===== src/rtl/lif_neuron_array.sv =====
// lif_neuron_array
//   N parallel leaky integrate-and-fire neurons sharing one threshold and one
//   input strobe. Each neuron integrates its own W-bit current slice with a
//   programmable right-shift leak and saturating addition. A neuron fires
//   (registered one-cycle spike) when the saturated sum reaches the threshold,
//   then resets to zero and sits out REFRAC further updates.
//
//   Optional feature macro: LIF_SPIKE_COUNT_EN
//     defined   -> spike_total_o counts spikes (saturating at 16'hFFFF)
//     undefined -> spike_total_o is tied to zero, no counter logic
//
// Ports
//   clk            in   1     clock, rising edge
//   rst_n          in   1     synchronous reset, active-low
//   en_i           in   1     global enable; low freezes state, counters, spike regs
//   cur_valid_i    in   1     current bus valid; update this cycle when en_i is high
//   current_i      in   N*W   neuron i current at [i*W +: W], unsigned
//   threshold_i    in   W     firing threshold, sampled on each update
//   spike_o        out  N     registered spike pulses, bit i = neuron i
//   state_o        out  N*W   membrane potentials, neuron i at [i*W +: W]
//   refrac_busy_o  out  N     bit i high while neuron i is refractory
//   spike_total_o  out  16    total spike count (see macro above)
//
// While en_i is low the spike register holds its value rather than clearing,
// so a pulse that lands just before a freeze is still seen by the counter
// once the block is re-enabled. With en_i high and no strobe, spikes clear.
module lif_neuron_array #(
    parameter int N          = 4,
    parameter int W          = 8,
    parameter int LEAK_SHIFT = 1,
    parameter int REFRAC     = 2
) (
    input  logic             clk,
    input  logic             rst_n,
    input  logic             en_i,
    input  logic             cur_valid_i,
    input  logic [N*W-1:0]   current_i,
    input  logic [W-1:0]     threshold_i,
    output logic [N-1:0]     spike_o,
    output logic [N*W-1:0]   state_o,
    output logic [N-1:0]     refrac_busy_o,
    output logic [15:0]      spike_total_o
);

    localparam logic [3:0] REFRAC_L = 4'(REFRAC);

    logic [W-1:0] state_q [N];
    logic [W-1:0] state_d [N];
    logic [3:0]   rcnt_q  [N];
    logic [3:0]   rcnt_d  [N];
    logic [N-1:0] spike_q;
    logic [N-1:0] spike_d;

    logic [W:0]   sum_w [N];
    logic [W-1:0] nxt_w [N];

    logic upd;
    assign upd = en_i & cur_valid_i;

    for (genvar g = 0; g < N; g++) begin : g_neuron
        // Sum is one bit wider than the operands so overflow is visible
        // and can be clamped instead of wrapping.
        assign sum_w[g] = {1'b0, current_i[g*W +: W]} + ({1'b0, state_q[g]} >> LEAK_SHIFT);
        assign nxt_w[g] = sum_w[g][W] ? {W{1'b1}} : sum_w[g][W-1:0];

        assign state_o[g*W +: W] = state_q[g];
        assign refrac_busy_o[g]  = (rcnt_q[g] != 4'd0);
    end

    always_comb begin
        for (int i = 0; i < N; i++) begin
            state_d[i] = state_q[i];
            rcnt_d[i]  = rcnt_q[i];
        end
        spike_d = en_i ? '0 : spike_q;

        if (upd) begin
            for (int i = 0; i < N; i++) begin
                if (rcnt_q[i] != 4'd0) begin
                    state_d[i] = '0;
                    rcnt_d[i]  = rcnt_q[i] - 4'd1;
                end else if (nxt_w[i] >= threshold_i) begin
                    spike_d[i] = 1'b1;
                    state_d[i] = '0;
                    rcnt_d[i]  = REFRAC_L;
                end else begin
                    state_d[i] = nxt_w[i];
                end
            end
        end
    end

    always_ff @(posedge clk) begin
        if (!rst_n) begin
            for (int i = 0; i < N; i++) begin
                state_q[i] <= '0;
                rcnt_q[i]  <= '0;
            end
            spike_q <= '0;
        end else begin
            for (int i = 0; i < N; i++) begin
                state_q[i] <= state_d[i];
                rcnt_q[i]  <= rcnt_d[i];
            end
            spike_q <= spike_d;
        end
    end

    assign spike_o = spike_q;

`ifdef LIF_SPIKE_COUNT_EN
    logic [15:0] total_q;
    logic [15:0] total_d;
    logic [16:0] total_sum;
    logic [3:0]  pop;

    // Counts the registered spike vector, so the total lags the pulse by one cycle.
    always_comb begin
        pop = '0;
        for (int i = 0; i < N; i++) begin
            pop = pop + 4'(spike_q[i]);
        end
        total_sum = {1'b0, total_q} + 17'(pop);
        total_d   = total_q;
        if (en_i) begin
            total_d = total_sum[16] ? 16'hFFFF : total_sum[15:0];
        end
    end

    always_ff @(posedge clk) begin
        if (!rst_n) begin
            total_q <= '0;
        end else begin
            total_q <= total_d;
        end
    end

    assign spike_total_o = total_q;
`else
    assign spike_total_o = 16'h0000;
`endif

endmodule


===== config.mk =====
export PLATFORM = sky130hd
export DESIGN_NAME = lif_neuron_array
export DESIGN_NICKNAME = d
export VERILOG_FILES = /design/src/rtl/lif_neuron_array.sv
export SDC_FILE = /design/constraint.sdc
export NUM_CORES = 1
export LEC_CHECK = 0
export CORE_MARGIN = 1.5
export CORE_UTILIZATION = 47
export CTS_BUF_LIST = sky130_fd_sc_hd__clkbuf_8
export DETAILED_ROUTE_END_ITERATION = 12
export GPL_ROUTABILITY_DRIVEN = 0
export GPL_TIMING_DRIVEN = 0
export PLACE_DENSITY_LB_ADDON = 0.05
export SYNTH_ARGS = -nofsm -noshare
export SYNTH_HDL_FRONTEND = slang
export SYNTH_SLANG_ARGS = --single-unit

===== constraint.sdc =====
create_clock -name clk -period 3.15 [get_ports clk]
set_input_delay 0.4725 -clock clk [delete_from_list [all_inputs] [get_ports clk]]
set_output_delay 0.4725 -clock clk [all_outputs]
set_load 0.05 [all_outputs]

# Yosys cells after proc, flatten, opt, wreduce, memory -nomap -nowiden
# Memories as Yosys holds them, arrays and structs flattened.
# Cells that the tools add are included.
# Widths: inputs -> output; s select.
[word_totals]
regBits = 4
ram_bits = 48
output_inout_bits = 56
mem_count = 2
[memory_table]
columns = ["memory", "words", "word_bits", "rd", "rd_ports_with_merged_regs", "write_ports", "line", "text"]
rows = [
  ["state_q", 4, 8, 4, 0, 4, "47", "logic [W-1:0] state_q [N];"],
  ["rcnt_q", 4, 4, 4, 0, 4, "49", "logic [3:0] rcnt_q [N];"],
]
[op_classes]
addsub = 8
n_lt_le_gt_ge = 4
muxes = 42
bitwise = 9
reduce_logical = 4
[op_table]
columns = ["operator", "count"]
rows = [
  ["$mux 8", 16],
  ["$mux 4", 14],
  ["$add 8x7->9", 4],
  ["$ge 8x8->1", 4],
  ["$mux 32", 1],
  ["$mux 16", 1],
  ["$reduce_bool 4->1", 4],
  ["$sub 4x1->4 const B", 4],
  ["$mux 1", 10],
  ["$or 1x1->1", 8],
  ["$and 1x1->1", 1],
]

# Depth between registers and ports, before layout
# An unclocked memory read counts as a cell.
[logic_depth]
depth_word = 8
mapped_depth = 14
ltp_nobuf = 14

# Least setup slack after synthesis
# Ideal clock, no wire load.
[synth_timing]
path_type = "flip-flop to flip-flop"
from = "memory state_q[3][1]"
to = "memory rcnt_q[3][1]"
setup_time_ns = 0.086
arrival_time_ns = 3.372
required_time_ns = 3.064
slack_ns = -0.307
path_stages_with_launch = 14
n_path_buf = 0
synth_period_minus_slack_ns = 3.457
cell_sequence = "dfxtp_1 > ha_1 > fa_1 > a21oi_1 > o211ai_1 > a21oi_1 > nor2b_2 > or2_2 > ha_1 > a211oi_1 > o21ai_1 > a221o_1 > o211a_1 > a211oi_1"
[synth_lines]
columns = ["item", "line"]
rows = [
  ["from (decl)", "47"],
  ["to (decl)", "49"],
]

==> results.toml <==
[cts]
clockBufferDepth = 2
clk_pin_slew_ps = 100
numClockSinks = 52
cts_buffers = 5
htreeDepth = 2
clock-root-buffer = "clkbuf_8"
cts_tree = "yes"
clock_latency_ps = 320

[timing]
rsz0062_at_grt = "true"
hold_viol = 0
slew_headroom = 0.549
fin_setup_tns_ps = -1100
clock-skew-final_ps = 6.36
setup_viol_count_final = 16
fin_crit_ps = 3270
max_freq_mhz = 305
tightestPinTransition_ps = 675
slew_viol_final = 0
min_period_over_period = 1.04
setup_slack_ps = -124

[synth]
synth_area_per_cell_um2 = 8.44
synth-edff-count = 0
synth-seq-cells = 52
synth_area_um2 = 4060
netlist_instances = 481
synth_common_cells = "ha_1, dfxtp_1, nor2_1, a21oi_1, nand2_1"
yosys-top-cells-area = "dfxtp_1, ha_1, a22o_1"
yosysMostFrequentCell = "ha_1"
async_flop_share = 0
seq_area_frac_synth = 0.256
synth_cell_type_count = 53
synth-warning-count = 0
synth_top_area_cell = "dfxtp_1"
synth_top_cell_area_share = 0.256
synth_ff_type = "dfxtp_1"

[finish]
seq_area_um2 = 1070
finalNetCount = 746
layout.cells.non_filler = 740
n_fill_cell = 578
diodes = 0
drive_gt1_frac = 0.320
multi_input_area_um2 = 3640
area.growth.synth_to_final_pct = 56.9

[worst_setup_path]
r2r_slack_ps = -120
worst_r2r_startpoint = "state_q[3][1]"
start_kind = "flop"
path_max_fanout = 7
cp_slowest_cell = "a221o_2"
r2r-end = "state_q[3][1]"
crit_type = "reg -> reg"
reg2reg_depth = 15
cp_cell_sequence = "ha_4 -> fa_2 -> a21oi_4 -> o211ai_1 -> a21oi_1 -> nor2b_2 -> nor2_2 -> ha_1 -> nand2b_4 -> a211oi_2 -> o21ai_1 -> a221o_2 -> nor3_4 -> buf_12 -> a22o_1"
cpPeakStageDelay_ps = 470
endpoint_kind = "flop"
crit_required_ps = 3410
crit_family = "compound AO/OA/AOI/OAI gates"
critical_path_buf_inv_count = 1
critPathArrivalTime_ps = 3530

[global_routing]
grt_max_degree = 18
antenna_found_initial = 0
gr-usage-met3 = 0.0340
top_usage_layer = "met2"
grt_use_total = 0.256
grt_overflow = 0
use_met1 = 0.322
grt_pass1_vias = 3932
met2_usage = 0.457
grt_pass1_wl_um = 18300

[floorplanning]
die_h_um = 95.9
fp.dieW_um = 95.9
initial_core_util = 0.489
die_area_um2 = 9210
ios = 100
rows = 33
core_area_um2 = 8300

[detailed_routing]
routed_wl_um = 12600
drc = 0
ant_nets = 0
vias = 4244
dr.pass1.iters = 4
post_drt_via_cell_ratio = 5.74
drt_first_iter_violations = 208
wl_per_cell_um = 17.0

[place]
placedCellCount = 683
portBuffers = 82
dp_hpwl_um = 8370

[pwr]
p_leak_nw = 2.70
p_per_area_nw_per_um2 = 375
ir_worst_vdd_mv = 0.283

[flow_run]
cap_violations = 0

[hold_path]
hp-start = "spike_o[1]"
hp-class = "reg -> reg"
whs_path_depth = 1
holdPathEnd = "spike_o[1]"

[run_status]
violations = "negative setup slack"
status = "complete, but fails checks"
## through the flow
| stage | util | hold slack, ps | total power, mW | area (um^2) | setup WS [ps] |
|---|---|---|---|---|---|
| 4_1_cts | 0.714 | 470 | 2.25 | 5920 | -174 |
| 2_1_floorplan | - | 447 | 1.41 | 4230 | -34.6 |
| 3_5_place_dp | 0.625 | 455 | 1.68 | 5190 | -1040 |
| 5_1_grt | 0.768 | 499 | 2.51 | 6370 | -203 |
| 6_report | 0.768 | 485 | 2.39 | 6370 | -124 |
| 3_3_place_gp | 0.625 | 451 | 1.66 | 5190 | -993 |
## worst max path at each step
| stage | start | endpoint | slack [ps] | cells past startpoint |
|---|---|---|---|---|
| 2_1_floorplan | current_i[24] | rcnt_q[3][1] | -30 | 14 |
| 3_3_place_gp | current_i[24] | state_q[3][1] | -990 | 15 |
| 3_5_place_dp | current_i[24] | state_q[3][1] | -1040 | 15 |
| 4_1_cts | state_q[1][1] | state_q[1][6] | -170 | 13 |
| 5_1_grt | state_q[3][1] | state_q[3][4] | -200 | 15 |
| 6_report | state_q[3][1] | state_q[3][1] | -120 | 15 |
## routing by layer
layer / up-vias / part of all wire
li1: 2044 / -
met1: 2046 / 0.43
met2: 126 / 0.51
met3: 28 / 0.040
met4: 0 / 0.021
met5: - / 0
## registers in the layout (all words and copies together), names as in the netlist
| register | flops |
|---|---|
| rcnt_q | 16 |
| spike_o | 4 |
| state_q | 32 |
## power breakdown
part	total (mW)	leakage (nW)	switching [mW]	internal, mW
registers	0.743	0.429	0.0444	0.699
clock network	0.407	0.0485	0.247	0.160
logic	1.24	2.22	0.681	0.556
## what timing repair did
action,CTS,global route
hold buffers,0,0
hold endpoints to repair,0,0
setup buffers,37,12
pin swaps,70,48
endpoints found under the setup margin,44,44
gates resized for setup,78,76
cloned,0,0
## cell usage in the layout (no fill, tap or decap), types with 8 or more instances in the layout
cell type	Yosys	layout
a22o_1	24	24
a211oi_2	2	12
nor2_1	48	42
inv_1	22	22
dfxtp_2	0	8
clkdlybuf4s50_1	0	60
buf_4	16	60
nand3_1	13	11
nor3_1	11	10
nand2_1	33	28
ha_1	64	27
o21ai_1	6	11
xor2_1	8	8
ha_4	0	32
o21ai_0	19	9
a21oi_1	38	27
dlygate4sd2_1	0	9
dfxtp_1	52	40
conb_1	1	16
## cell families after synthesis
kind of cell               synth area share
and+or+nand+nor                       0.187
muxes                               0.00740
xor gates and xnor gates             0.0280
AOI/OAI and AO/OA                     0.245
DFF                                   0.256
other                              0.000924
buffers and inverters                0.0582
adders and majority gates             0.217
## cell type report
| class | instances | area share |
|---|---|---|
| well taps | 105 | 0.0206 |
| clock inverters | 3 | 0.00354 |
| flip-flops and latches | 52 | 0.167 |
| multi-input cells | 397 | 0.572 |
| repair buffers | 131 | 0.189 |
| plain buffers | 25 | 0.0242 |
| clock buffers | 5 | 0.0108 |
| inverters | 22 | 0.0130 |
Power figures use the tool's default switching activity.
